**src/rtl/wb_bus_arbiter.sv**
```systemverilog
// Round-robin arbiter for six writeback sources onto one shared writeback mux.
// Optional per-owner hold limit is enabled by defining ARB_TIMEOUT_EN.
module wb_bus_arbiter #(
  parameter int unsigned HOLD_MAX = 8
) (
  input  logic       clk,
  input  logic       reset,
  input  logic [5:0] req,
  output logic [5:0] grant,
  output logic [2:0] select,
  output logic       busy
);

  typedef enum logic {
    IDLE,
    OWN
  } state_t;

  state_t     state, next_state;
  logic [2:0] owner, next_owner;
  logic [2:0] last_owner, next_last;
  logic [2:0] pick;
  logic [3:0] cand;
  logic       found;
  logic       arb_point;
  logic       excl;
  logic [5:0] next_grant;

  if (HOLD_MAX < 2) begin : g_bad_hold
    $error("wb_bus_arbiter: HOLD_MAX must be at least 2");
  end

`ifdef ARB_TIMEOUT_EN
  localparam int unsigned CNT_W = $clog2(HOLD_MAX);
  localparam logic [CNT_W-1:0] CNT_LAST = CNT_W'(HOLD_MAX - 1);

  logic [CNT_W-1:0] hold_cnt;

  // Forced rotation: owner has used its budget and someone else is waiting.
  assign excl = (state == OWN) && (hold_cnt == CNT_LAST) && (|(req & ~grant));

  always_ff @(posedge clk) begin
    if (!reset) begin
      hold_cnt <= '0;
    end else if (arb_point && found) begin
      hold_cnt <= '0;
    end else if ((state == OWN) && (hold_cnt != CNT_LAST)) begin
      hold_cnt <= hold_cnt + 1'b1;
    end
  end
`else
  assign excl = 1'b0;
`endif

  assign arb_point = (state == IDLE) || !req[owner] || excl;

  // Scan starts just past last_owner, so the previous owner is naturally last.
  always_comb begin
    found = 1'b0;
    pick  = last_owner;
    cand  = '0;
    for (int unsigned i = 1; i <= 6; i++) begin
      cand = {1'b0, last_owner} + 4'(i);
      if (cand >= 4'd6) begin
        cand = cand - 4'd6;
      end
      if (!found && req[cand[2:0]] && !(excl && (cand[2:0] == owner))) begin
        found = 1'b1;
        pick  = cand[2:0];
      end
    end
  end

  always_comb begin
    next_state = state;
    next_owner = owner;
    next_last  = last_owner;
    next_grant = '0;
    if (arb_point) begin
      if (found) begin
        next_state = OWN;
        next_owner = pick;
        next_last  = pick;
      end else begin
        next_state = IDLE;
      end
    end
    if (next_state == OWN) begin
      next_grant = 6'(1) << next_owner;
    end
  end

  always_ff @(posedge clk) begin
    if (!reset) begin
      state      <= IDLE;
      owner      <= 3'd5;
      last_owner <= 3'd5;
      grant      <= '0;
      select     <= '0;
      busy       <= 1'b0;
    end else begin
      state      <= next_state;
      owner      <= next_owner;
      last_owner <= next_last;
      grant      <= next_grant;
      select     <= (next_state == OWN) ? next_owner + 3'd1 : 3'b000;
      busy       <= (next_state == OWN);
    end
  end

endmodule

```
**config.mk**
```make
export PLATFORM = sky130hd
export DESIGN_NAME = wb_bus_arbiter
export DESIGN_NICKNAME = d
export VERILOG_FILES = /design/src/rtl/wb_bus_arbiter.sv
export SDC_FILE = /design/constraint.sdc
export NUM_CORES = 1
export LEC_CHECK = 0
export BUFFER_PORTS_ARGS = -buffer_cell sky130_fd_sc_hd__buf_2
export CAP_MARGIN = 10
export CORE_MARGIN = 10
export CORE_UTILIZATION = 64
export DETAILED_ROUTE_END_ITERATION = 7
export HOLD_SLACK_MARGIN = 0.02
export PLACE_DENSITY_LB_ADDON = 0.08
export RECOVER_POWER = 25
export REMOVE_ABC_BUFFERS = 1
export SYNTH_ARGS = -nofsm -noshare
export SYNTH_HDL_FRONTEND = slang
export SYNTH_SLANG_ARGS = --single-unit
```
**constraint.sdc**
```tcl
create_clock -name clk -period 11.1 [get_ports clk]
set_clock_uncertainty 0.1 [all_clocks]
set_input_delay 3.33 -clock clk [delete_from_list [all_inputs] [get_ports clk]]
set_output_delay 3.33 -clock clk [all_outputs]
set_load 0.01 [all_outputs]
```
==> parameters.txt <==
Parameter                              Value

Cells and area
  Count of placed standard cells in the final layout, fillers left out    250
  Share of post-route cells with drive strength above 1    0.1689
  Fillcell total    238
  Net count, final    243
  Number of inserted diodes    0
  Syn-to-layout area delta    4.664%

Synthesis
  Dominant cell type by area after synthesis    dfxtp_1
  Area of the mapped netlist    1770 sq um
  Distinct cell type count of the synthesized netlist    62
  Biggest area contributors in the synthesized netlist    dfxtp_1 (18%), ha_1 (9.9%), mux2i_1 (7.3%)
  Warning count from the yosys run    0
  Synthesized-area fraction occupied by and/or/nand/nor cells    0.2261
  Mean Syn Cell Area    8.553 sq um
  Adder-Cell Fraction of Synth Area    0.09894
  Compound-gate portion of the synthesized area    0.2502
  Multiplexer area fraction after synthesis    0.1498
  Cell count after synthesis    207
  Fraction of synthesized cell area taken by the top area cell type    0.1809
  Share of synthesized registers carrying an async set or reset    0
  Primary flip-flop cell chosen by synthesis mapping    dfxtp_1
  Number of flip-flops and latches in the synthesized netlist    16
  Register area share after synthesis    0.1809
  Number of synthesized flops with an enable pin    0
  Main combinational cell family by area after synthesis    compound AO/OA/AOI/OAI gates
  Xor and xnor area share after synthesis    0.03887

Floorplan
  Starting density of the core    0.6533
  Die Y-Extent    72.60 microns
  Row Count    19
  # IOs    18
  Die Width    72.60 microns
  Area of the core region    2710 sq um
  Die Footprint    5270 sq um

Placed design
  Pre-CTS setup slack    4.988 ns
  IO Port Bufs    17
  GPL Wtd Cong    0.9576
  DP HPWL    3570 microns
  Count of placed standard cells including taps    247

GRT
  Overflow after GRT    0
  Total global routing track utilization    0.1801
  Initial antenna violation count    0
  Global-route wire length before repair    7935 microns
  Vias in the first global route    1689
  Maximum number of pins on one net before global-route repair    25

Setup path
  WP data arrival    5.95 ns
  Number of cells traversed by the worst register-to-register path    12
  Nature of the critical path startpoint    input port
  Ordered cell list for the critical path    buf_2 > mux2i_1 > mux2i_1 > a211oi_2 > o211ai_1 > a2111oi_0 > o31ai_1 > o21ai_1 > inv_1 > ha_1 > and2_1
  Cell occurring most often along the worst timing path    mux2i_1
  Critical R2R Capture    select[1]
  Worst stage delay on the critical path    0.44 ns
  Slowest cell on the critical path    a211oi_2
  Launch point of the worst reg-to-reg path    last_owner[1]
  Category of the worst setup path capture point    register
  Buffering stage count on the worst path with inverters included    2
  CP top delay family    compound AO/OA/AOI/OAI gates
  Worst-case register-to-register setup slack    6.47 ns
  Maximum fanout encountered on the critical timing path    6
  Data required time of the worst path    11.18 ns
  Setup CP Type    in2reg

Clock tree
  PostCTS Resize Cnt    0
  Worst skew pair latency    0.28 ns
  Deepest level of the CTS H-tree    1
  Cell at the root of the clock tree    clkbuf_4
  Number of buffers added for setup after CTS    0
  Maximum clock insertion buffer count    2
  CTS tree    yes
  Post-CTS clock slew at the launch and capture registers of the worst setup and hold paths    0.09 ns
  Number of sinks handled by clock tree synthesis    16
  Hold buffer count at cts    0
  CTS Buf Count    3

Min path
  Hold Crit Depth    2
  Hold Path Origin    owner[1]
  Hold-critical path endpoint    owner[1]
  Worst min-delay path category    reg2reg

Outcome
  Run status    complete, no violations

Drt
  Detailed-route DRC error count    0
  Drt wl/cell    18.58 microns
  Post-DR vias/cell    6.968
  DRT Wirelength    4644 microns
  Iteration count of the initial detailed-routing pass    5
  Starting DRC count in detailed routing    215
  Total number of vias    1742
  Post-route ant nets    0

Timing
  Final Slew Violations    0
  Unrepaired setup endpoints after global routing    no
  Setup violations, final    0
  Max Clock Freq    0.1704 GHz
  Slack of the critical path    5.231 ns
  Min Tclk post-route    5.869 ns
  Total negative setup slack    0 ns
  Worst relative slew slack    0.4566
  Final hold violation count    0
  Tightest Pin Transition    0.8114 ns
  Final cycle utilization of the critical path    0.5287

Run
  Max-cap violation count    0
worst max-delay path by stage:
| stage | from | end | depth (start not counted) |
|---|---|---|---|
| floorplan | req[3] | select[1] | 9 |
| global placement | req[5] | select[1] | 11 |
| detailed placement | req[2] | select[1] | 11 |
| CTS | req[2] | select[1] | 11 |
| global route | req[2] | select[1] | 11 |
| finish | req[2] | select[1] | 11 |
worst min-delay path, stage by stage, from the launching register on:
cell,delay [ns]
dfxtp_1,0.35
nand2_1,0.08
a21oi_1,0.06
registers in the layout, indices dropped and copies added, names as in the netlist:
| name | count |
|---|---|
| grant | 6 |
| owner | 3 |
| last_owner | 3 |
| state | 1 |
| select | 3 |
Yosys cell counts (all sizes together) (2+ instances only):
cell type,instances
a2111oi,2
nor2b,2
o211ai,4
nand2b,3
and2,8
buf,7
o211a,2
nand3b,3
a22o,2
or3,3
nor2,8
inv,9
xnor2,6
mux4,3
o31ai,2
nand3,5
a41oi,2
dfxtp,16
ha,14
nand4,2
a211oi,4
mux2i,13
mux2,6
a21boi,2
clkbuf,2
and3,5
o21a,3
nand2,22
or2,2
a21oi,12
nor3,2
o21ai,8
and4,3
a32oi,3
cell usage in the layout (no fill, tap or decap), drive strengths merged, types with 2 or more instances in the layout:
cell type / netlist / routed
nand3: 5 / 5
o21ai: 8 / 8
clkbuf: 2 / 9
nand3b: 3 / 3
or2: 2 / 2
and3: 5 / 5
a21oi: 12 / 12
and2: 8 / 8
a41oi: 2 / 2
and4: 3 / 3
nand2: 22 / 22
o211a: 2 / 2
a22o: 2 / 2
mux4: 3 / 3
ha: 14 / 14
nand2b: 3 / 3
nor2b: 2 / 2
nor2: 8 / 8
nand4: 2 / 2
dfxtp: 16 / 16
o211ai: 4 / 4
inv: 9 / 9
buf: 7 / 12
o31ai: 2 / 2
nor3: 2 / 2
a2111oi: 2 / 2
mux2i: 13 / 13
o21a: 3 / 3
mux2: 6 / 6
or3: 3 / 3
xnor2: 6 / 6
a32oi: 3 / 3
a21boi: 2 / 2
a211oi: 4 / 4
routing by layer:
metal,share of wire,global-route usage
met1,0.42,0.2350
met4,0.027,0.06751
met2,0.45,0.2784
met3,0.097,0.04354
met5,0,0
through the flow:
step / utilization / cell area, sq um / hold slack [ns]
5_1_grt: 0.6837 / 1853 / 0.4871
3_3_place_gp: 0.6782 / 1838 / 0.4330
6_report: 0.6837 / 1853 / 0.4326
3_5_place_dp: 0.6782 / 1838 / 0.4212
4_1_cts: 0.6865 / 1861 / 0.4298
2_1_floorplan: - / 1707 / 0.3729
area by class of cell:
type	instances	area, sq um	share of cell area
Multi-Input combinational cell	173	1353	0.7299
Sequential cell	16	320.3	0.1729
Timing Repair Buffer	18	85.08	0.04591
Tap cell	31	38.79	0.02093
Inverter	9	33.78	0.01823
Clock buffer	3	22.52	0.01215
kinds of logic after synthesis:
logic type	Yosys count
AO/OA/AOI/OAI	58
buffers and inverters	18
multiplexers	22
XOR/XNOR	7
adder cells (fa/ha/maj)	14
AND/OR/NAND/NOR	72
flip-flops	16
Power is left out: the tool's default activity adds up to more than one toggle a clock period on the data nets, which glitch-free logic cannot reach.
